<file path="config.mk">
export PLATFORM = sky130hd
export DESIGN_NAME = load_align_unit
export DESIGN_NICKNAME = d
export VERILOG_FILES = /design/src/rtl/lsu_pkg.sv /design/src/rtl/load_extend.sv /design/src/rtl/load_align_unit.sv
export SDC_FILE = /design/constraint.sdc
export NUM_CORES = 1
export LEC_CHECK = 0
export ABC_AREA = 1
export BUFFER_PORTS_ARGS = -buffer_cell sky130_fd_sc_hd__buf_2
export CAP_MARGIN = 5
export CORE_ASPECT_RATIO = 1.5
export CORE_MARGIN = 8
export CORE_UTILIZATION = 61
export DETAILED_ROUTE_END_ITERATION = 8
export HOLD_SLACK_MARGIN = 0.05
export PLACE_DENSITY_LB_ADDON = 0.2
export SYNTH_ARGS = -nofsm -noshare
export SYNTH_HDL_FRONTEND = slang
export SYNTH_SLANG_ARGS = --single-unit
</file>
<file path="constraint.sdc">
create_clock -name clk -period 3.6 [get_ports clk]
set_clock_uncertainty 0.1 [all_clocks]
set_input_delay 0.18 -clock clk [delete_from_list [all_inputs] [get_ports clk]]
set_output_delay 0.18 -clock clk [all_outputs]
set_load 0.03 [all_outputs]
</file>
<file path="src/rtl/lsu_pkg.sv">
// Shared load-path definitions: funct3 encodings, access sizes and the
// sequencing states used by load_align_unit.
package lsu_pkg;

  localparam logic [2:0] F3_LB  = 3'b000;
  localparam logic [2:0] F3_LH  = 3'b001;
  localparam logic [2:0] F3_LW  = 3'b010;
  localparam logic [2:0] F3_LD  = 3'b011;
  localparam logic [2:0] F3_LBU = 3'b100;
  localparam logic [2:0] F3_LHU = 3'b101;
  localparam logic [2:0] F3_LWU = 3'b110;

  typedef enum logic [2:0] {
    ST_IDLE  = 3'd0,
    ST_REQ1  = 3'd1,
    ST_WAIT1 = 3'd2,
    ST_REQ2  = 3'd3,
    ST_WAIT2 = 3'd4,
    ST_RESP  = 3'd5
  } state_e;

  function automatic logic [3:0] size_of(input logic [2:0] funct3);
    case (funct3)
      F3_LB, F3_LBU: size_of = 4'd1;
      F3_LH, F3_LHU: size_of = 4'd2;
      F3_LW, F3_LWU: size_of = 4'd4;
      F3_LD:         size_of = 4'd8;
      default:       size_of = 4'd0;
    endcase
  endfunction

  // LD and LWU only exist on a 64-bit datapath.
  function automatic logic is_legal(input logic [2:0] funct3, input logic rv64);
    case (funct3)
      F3_LB, F3_LH, F3_LW, F3_LBU, F3_LHU: is_legal = 1'b1;
      F3_LD, F3_LWU:                       is_legal = rv64;
      default:                             is_legal = 1'b0;
    endcase
  endfunction

endpackage

</file>
<file path="src/rtl/load_extend.sv">
// Byte-lane extraction and sign/zero extension of a (possibly two-beat) load.
module load_extend
  import lsu_pkg::*;
#(
  parameter int XLEN  = 32,
  parameter int OFF_W = $clog2(XLEN / 8)
) (
  input  logic [2*XLEN-1:0] beats,
  input  logic [OFF_W-1:0]  off,
  input  logic [2:0]        funct3,
  output logic [XLEN-1:0]   rsp_data
);

  logic [XLEN-1:0] raw_s;

  // Shift the addressed byte down to lane 0, then extend the kept bytes.
  always_comb begin
    raw_s = XLEN'(beats >> {off, 3'b000});
    case (funct3)
      F3_LB:   rsp_data = XLEN'($signed(raw_s[7:0]));
      F3_LBU:  rsp_data = XLEN'(raw_s[7:0]);
      F3_LH:   rsp_data = XLEN'($signed(raw_s[15:0]));
      F3_LHU:  rsp_data = XLEN'(raw_s[15:0]);
      F3_LW:   rsp_data = XLEN'($signed(raw_s[31:0]));
      F3_LWU:  rsp_data = XLEN'(raw_s[31:0]);
      F3_LD:   rsp_data = raw_s;
      default: rsp_data = '0;
    endcase
  end

endmodule

</file>
<file path="src/rtl/load_align_unit.sv">
// Load-data unit: aligns memory reads, splits word-crossing loads into two
// beats (or rejects them), extends the result and hands it to writeback.
module load_align_unit
  import lsu_pkg::*;
#(
  parameter int XLEN           = 32,
  parameter int ADDR_W         = 32,
  parameter bit SPLIT_MISALIGN = 1'b1
) (
  input  logic              clk,
  input  logic              reset,
  input  logic              req_valid,
  output logic              req_ready,
  input  logic [ADDR_W-1:0] req_addr,
  input  logic [2:0]        req_funct3,
  input  logic [4:0]        req_rd,
  output logic              mem_req_valid,
  input  logic              mem_req_ready,
  output logic [ADDR_W-1:0] mem_addr,
  input  logic              mem_rvalid,
  input  logic [XLEN-1:0]   mem_rdata,
  output logic              rsp_valid,
  input  logic              rsp_ready,
  output logic [XLEN-1:0]   rsp_data,
  output logic [4:0]        rsp_rd,
  output logic              rsp_err
);

  localparam int BYTES = XLEN / 8;
  localparam int OFF_W = $clog2(BYTES);
  localparam logic RV64 = (XLEN == 64);
  localparam logic [ADDR_W-1:0] BEAT_STRIDE = ADDR_W'(BYTES);

  state_e            state_q, state_d;
  logic [ADDR_W-1:0] addr_q, addr_d;
  logic [2:0]        funct3_q, funct3_d;
  logic [4:0]        rd_q, rd_d;
  logic              cross_q, cross_d;
  logic [XLEN-1:0]   beat0_q, beat0_d;
  logic              req_ready_q, req_ready_d;
  logic              mem_req_valid_q, mem_req_valid_d;
  logic [ADDR_W-1:0] mem_addr_q, mem_addr_d;
  logic              rsp_valid_q, rsp_valid_d;
  logic [XLEN-1:0]   rsp_data_q, rsp_data_d;
  logic              rsp_err_q, rsp_err_d;

  logic [OFF_W-1:0]  req_off_s;
  logic [4:0]        req_end_s;
  logic              req_cross_s;
  logic              req_legal_s;
  logic [ADDR_W-1:0] base_addr_s;
  logic [2*XLEN-1:0] ext_beats_s;
  logic [XLEN-1:0]   ext_data_s;

  // Classify the incoming request before it is latched.
  always_comb begin
    req_off_s   = req_addr[OFF_W-1:0];
    req_end_s   = 5'(req_off_s) + 5'(size_of(req_funct3));
    req_cross_s = (req_end_s > 5'(BYTES));
    req_legal_s = is_legal(req_funct3, RV64);
  end

  // In WAIT2 the first beat is already held; otherwise the live beat is beat0.
  always_comb begin
    if (state_q == ST_WAIT2) begin
      ext_beats_s = {mem_rdata, beat0_q};
    end else begin
      ext_beats_s = {{XLEN{1'b0}}, mem_rdata};
    end
  end

  load_extend #(
    .XLEN  (XLEN),
    .OFF_W (OFF_W)
  ) u_extend (
    .beats    (ext_beats_s),
    .off      (addr_q[OFF_W-1:0]),
    .funct3   (funct3_q),
    .rsp_data (ext_data_s)
  );

  // Next-state logic; outputs are derived from the next state so they leave a flop.
  always_comb begin
    state_d    = state_q;
    addr_d     = addr_q;
    funct3_d   = funct3_q;
    rd_d       = rd_q;
    cross_d    = cross_q;
    beat0_d    = beat0_q;
    rsp_data_d = rsp_data_q;
    rsp_err_d  = rsp_err_q;
    case (state_q)
      ST_IDLE: begin
        if (req_valid) begin
          addr_d     = req_addr;
          funct3_d   = req_funct3;
          rd_d       = req_rd;
          cross_d    = req_cross_s;
          beat0_d    = '0;
          rsp_data_d = '0;
          if (!req_legal_s || (req_cross_s && !SPLIT_MISALIGN)) begin
            rsp_err_d = 1'b1;
            state_d   = ST_RESP;
          end else begin
            rsp_err_d = 1'b0;
            state_d   = ST_REQ1;
          end
        end else begin
          state_d = ST_IDLE;
        end
      end
      ST_REQ1: begin
        if (mem_req_ready) state_d = ST_WAIT1;
        else               state_d = ST_REQ1;
      end
      ST_WAIT1: begin
        if (mem_rvalid) begin
          beat0_d = mem_rdata;
          if (cross_q) begin
            state_d = ST_REQ2;
          end else begin
            state_d    = ST_RESP;
            rsp_data_d = ext_data_s;
          end
        end else begin
          state_d = ST_WAIT1;
        end
      end
      ST_REQ2: begin
        if (mem_req_ready) state_d = ST_WAIT2;
        else               state_d = ST_REQ2;
      end
      ST_WAIT2: begin
        if (mem_rvalid) begin
          state_d    = ST_RESP;
          rsp_data_d = ext_data_s;
        end else begin
          state_d = ST_WAIT2;
        end
      end
      ST_RESP: begin
        if (rsp_ready) begin
          state_d   = ST_IDLE;
          rsp_err_d = 1'b0;
        end else begin
          state_d = ST_RESP;
        end
      end
      default: state_d = ST_IDLE;
    endcase

    base_addr_s     = {addr_d[ADDR_W-1:OFF_W], {OFF_W{1'b0}}};
    req_ready_d     = (state_d == ST_IDLE);
    mem_req_valid_d = (state_d == ST_REQ1) || (state_d == ST_REQ2);
    rsp_valid_d     = (state_d == ST_RESP);
    case (state_d)
      ST_REQ1: mem_addr_d = base_addr_s;
      ST_REQ2: mem_addr_d = base_addr_s + BEAT_STRIDE;
      default: mem_addr_d = '0;
    endcase
  end

  // State, latched request and registered outputs.
  always_ff @(posedge clk or negedge reset) begin
    if (!reset) begin
      state_q         <= ST_IDLE;
      addr_q          <= '0;
      funct3_q        <= 3'b000;
      rd_q            <= 5'd0;
      cross_q         <= 1'b0;
      beat0_q         <= '0;
      req_ready_q     <= 1'b1;
      mem_req_valid_q <= 1'b0;
      mem_addr_q      <= '0;
      rsp_valid_q     <= 1'b0;
      rsp_data_q      <= '0;
      rsp_err_q       <= 1'b0;
    end else begin
      state_q         <= state_d;
      addr_q          <= addr_d;
      funct3_q        <= funct3_d;
      rd_q            <= rd_d;
      cross_q         <= cross_d;
      beat0_q         <= beat0_d;
      req_ready_q     <= req_ready_d;
      mem_req_valid_q <= mem_req_valid_d;
      mem_addr_q      <= mem_addr_d;
      rsp_valid_q     <= rsp_valid_d;
      rsp_data_q      <= rsp_data_d;
      rsp_err_q       <= rsp_err_d;
    end
  end

  assign req_ready     = req_ready_q;
  assign mem_req_valid = mem_req_valid_q;
  assign mem_addr      = mem_addr_q;
  assign rsp_valid     = rsp_valid_q;
  assign rsp_data      = rsp_data_q;
  assign rsp_rd        = rd_q;
  assign rsp_err       = rsp_err_q;

endmodule
</file>
==> impl_summary.txt <==
----------------------------------------------------
[GRT]
  Layer carrying the most global-route usage ... met2
  Met3 routing resource usage after global routing ... 0.05686
  Remaining global-route overflow ... 0
  Number of antenna violations at the first check in global routing ... 1
  Met1 usage ... 0.3333
  Maximum number of pins on one net before global-route repair ... a little over 80
  Fraction of met2 tracks used by global routing ... 0.5769
  Wire length of the first global-routing pass ... around 47 mm
  Total routing resource utilization after global routing ... 0.3227
  Vias in the first global route ... 9371

[Timing]
  Setup repair after global routing missed its margin ... false
  Transition at the pin with the smallest max-transition slack ... around 0.71 ns
  Number of setup violations in the final report ... 0
  Max Clk Rate ... roughly 350 MHz
  Max-slew headroom at the worst pin ... 0.5183
  Tmin final ... ~2.8 ns
  Max-slew violation total from the final report ... 0
  Final count of hold timing violations ... 0
  Total negative slack for setup checks ... 0 ns
  Hold slack final ... 0.04568 ns
  Period Utilization, post-route ... 0.7865

[Clock network]
  Clock tree from TritonCTS ... yes
  TritonCTS Buffers ... 17
  Number of sinks on the clock net ... about 140
  Post-CTS Setup Repair Bufs ... 0
  Clock tree root buffer cell ... clkbuf_16
  Later-pin clock latency in the skew report ... 0.43 ns
  Clock-pin slew reported for the worst setup and hold paths after clock tree synthesis ... ~0.07 ns
  Number of buffers on the longest clock path ... 2
  Number of H-tree branching levels ... 4

[Routing]
  Average wire per cell in the routed design ... between 15 and 20 µm
  Via count normalized by instance count ... 5.778
  DRT iter0 DRCs ... about 630
  Antenna Violating Nets Remaining ... 0
  Total number of vias ... between 9k and 10k
  Count of TritonRoute iterations in the first routing pass ... 5
  Total Wirelength ... around 29 mm
  DRC errors left ... 0

[Yosys]
  Share of async-settable or async-resettable flops after synthesis ... 1.000
  Number of enable-type register cells in the synthesized netlist ... 0
  Synthesized cell area ... ~0.0086 mm²
  Synthesized instance count ... about 1.3k
  Main synth FF type ... dfrtp_1
  Number of warnings issued by yosys ... 0
  Yosys top cell by area ... dfrtp_1
  Cell with the most instances after synthesis ... nand2_1
  Yosys reg bits ... about 140
  Ranking of synthesized cells by area ... dfrtp_1 (41%), nand2_1 (22%), nand3_1 (6.9%), o21ai_0 (6.2%), inv_1 (4.9%)
  Most frequent cells after synthesis ... nand2_1 (498), dfrtp_1 (141), nand3_1 (119)
  Proportion of synthesized chip area in sequential cells ... 0.4111
  Area share of the leading cell type in the synthesized netlist ... 0.4080
  Count of unique library cells instantiated by Yosys ... 36
  Post-Syn Area per Cell ... between 6 and 7 µm²

[Critical path]
  Endpoint type of the worst setup path ... flop
  Dominant delay contributor by cell family on the critical path ... simple AND/OR/NAND/NOR gates
  Number of buffers and inverters on the critical path ... 3
  Startpoint class of the critical path ... flop
  Arrival time at the worst endpoint ... 3.05 ns
  Critical Path Most Common Cell ... nand2_1
  Critical-path cell list ... nor2_4 -> buf_4 -> nand4_1 -> nand2_1 -> ha_1 -> nand3_1 -> inv_1 -> nand2_1 -> nor2_1 -> nand2_1 -> nand2_1 -> nand2_1 -> nand2_1 -> inv_1
  Highest net fanout along the worst path ... 25
  Cell type of the slowest stage on the worst timing path ... dfrtp_1
  Worst path max stage delay ... around 0.45 ns
  Required time reported for the critical path endpoint ... between 3 and 4 ns
  Critical Setup Path Class ... flop to flop

[Power]
  Total Power Consumption ... between 9000 and 10000 µW
  Total power density per cell area ... 935.1 mW/mm²
  Worst IR Drop VDD ... around 0.6 mV
  Leak ... between 0.005 and 0.006 µW

[Die]
  Die Height ... about 160 µm
  Die Width ... ~110 µm
  Core ar. ... approximately 0.014 mm²
  Starting density of the core ... 0.6209
  Die Footprint ... 0.01832 mm²
  Number of ports placed on the die boundary ... about 150
  Std cell rows ... 53

[Run]
  Max-cap violations ... 0

[Layout]
  Total of fill cells in the finished design ... approximately 1.1k
  Final-stage net count ... between 1.5k and 2k
  Share of the core filled with cells in the final layout ... 0.7635
  Seq. cell area ... 0.003556 mm²
  Share of layout cells above drive strength 1 ... 0.1526
  Area Overhead vs Synth ... 22.96%
  Area of the multi-input gates ... 0.004318 mm²

[Placement]
  Final weighted congestion in routability-driven placement ... roughly 0.96
  Port Buf Inserts ... between 100 and 150
  HPWL after detailed placement ... between 15 and 20 mm

[Status]
  Outcome ... finished clean

[Hold path]
  Path category of the worst min-delay check ... input pin to flop

----------------------------------------------------
-- kinds of logic after synthesis --
logic type               count (synthesis)  share of synthesized area
AO/OA/AOI/OAI                          194                     0.1286
adder cells (fa/ha/maj)                  4                   0.006657
buffers and inverters                  192                    0.09101
flip-flops                             142                     0.4111
multiplexers                             2                   0.002315
other                                    1                  0.0004337
AND/OR/NAND/NOR                        747                     0.3599
-- cell usage in the layout, fill, tap and decap left out, drive strengths merged --
cell type	count
a21oi	25
buf	169
bufinv	2
clkbuf	18
clkinv	7
clkinvlp	2
conb	2
dfrtp	141
dfstp	1
diode	1
dlygate4sd3	56
fa	1
ha	3
inv	123
mux2i	2
nand2	498
nand3	121
nand3b	2
nand4	36
nor2	85
nor3	4
o2111ai	1
o211ai	45
o21ai	119
o21bai	1
o22ai	3
or2	1
-- final cells by class --
| type | count | share of cell area |
|---|---|---|
| flip-flops and latches | 142 | 0.3344 |
| well taps | 165 | 0.01942 |
| inverters | 120 | 0.04236 |
| repair buffers | 225 | 0.1413 |
| clock inverters | 14 | 0.01483 |
| clock buffers | 18 | 0.04130 |
| diodes | 1 | 0.0002353 |
| multi-input cells | 949 | 0.4061 |
-- flip-flops by register name, indices dropped and copies added, names as in the netlist, 3 cells and up --
register,count
state_q,3
funct3_q,3
rsp_rd,5
rsp_data,32
addr_q,32
mem_addr,30
beat0_q,32
-- power by group --
group	switching (µW)	internal (µW)	leakage [µW]
clock	736	1050	0.000289
combinational	3930	1570	0.00356
sequential	374	2280	0.00187
-- worst min-delay path, stage by stage --
cell and delay, ns:
buf_2 0.09, nor2_1 0.06, a21oi_1 0.11, o21ai_0 0.08
-- through the flow --
step / instance area [µm²] / cells / setup WS [ns]
2_1_floorplan: 8651 / 1283 / 1.341
5_1_grt: 10630 / 1634 / 0.5646
6_report: 10630 / 1634 / 0.7685
3_3_place_gp: 9473 / 1545 / 0.9642
3_5_place_dp: 9473 / 1545 / 0.8936
4_1_cts: 10630 / 1633 / 0.8334
-- worst paths after layout --
path | slack [ns] | from | to | depth (start not counted)
max | 0.77 | state_q[0] | mem_addr[20] | 14
min | 0.05 | rsp_ready | rsp_err | 4
max reg2reg | 0.77 | state_q[0] | mem_addr[20] | 14
min reg2reg | 0.37 | rsp_data[30] | rsp_data[30] | 2
max in group asynchronous | 2.34 | reset | addr_q[19] | 3
min in group asynchronous | 0.23 | reset | rsp_data[2] | 2
-- layer usage --
layer	wire [µm]	share of wire	up-vias
met5	0	0	-
met4	1996	0.069	0
met3	1656	0.057	124
met2	15040	0.52	424
met1	10140	0.35	4389
li1	-	-	4504
-- what timing repair did --
action                    4_1_cts  5_1_grt
hold buffers                   56        0
hold endpoints to repair      128        0
resized for setup               0        0
Power figures use the tool's default switching activity.
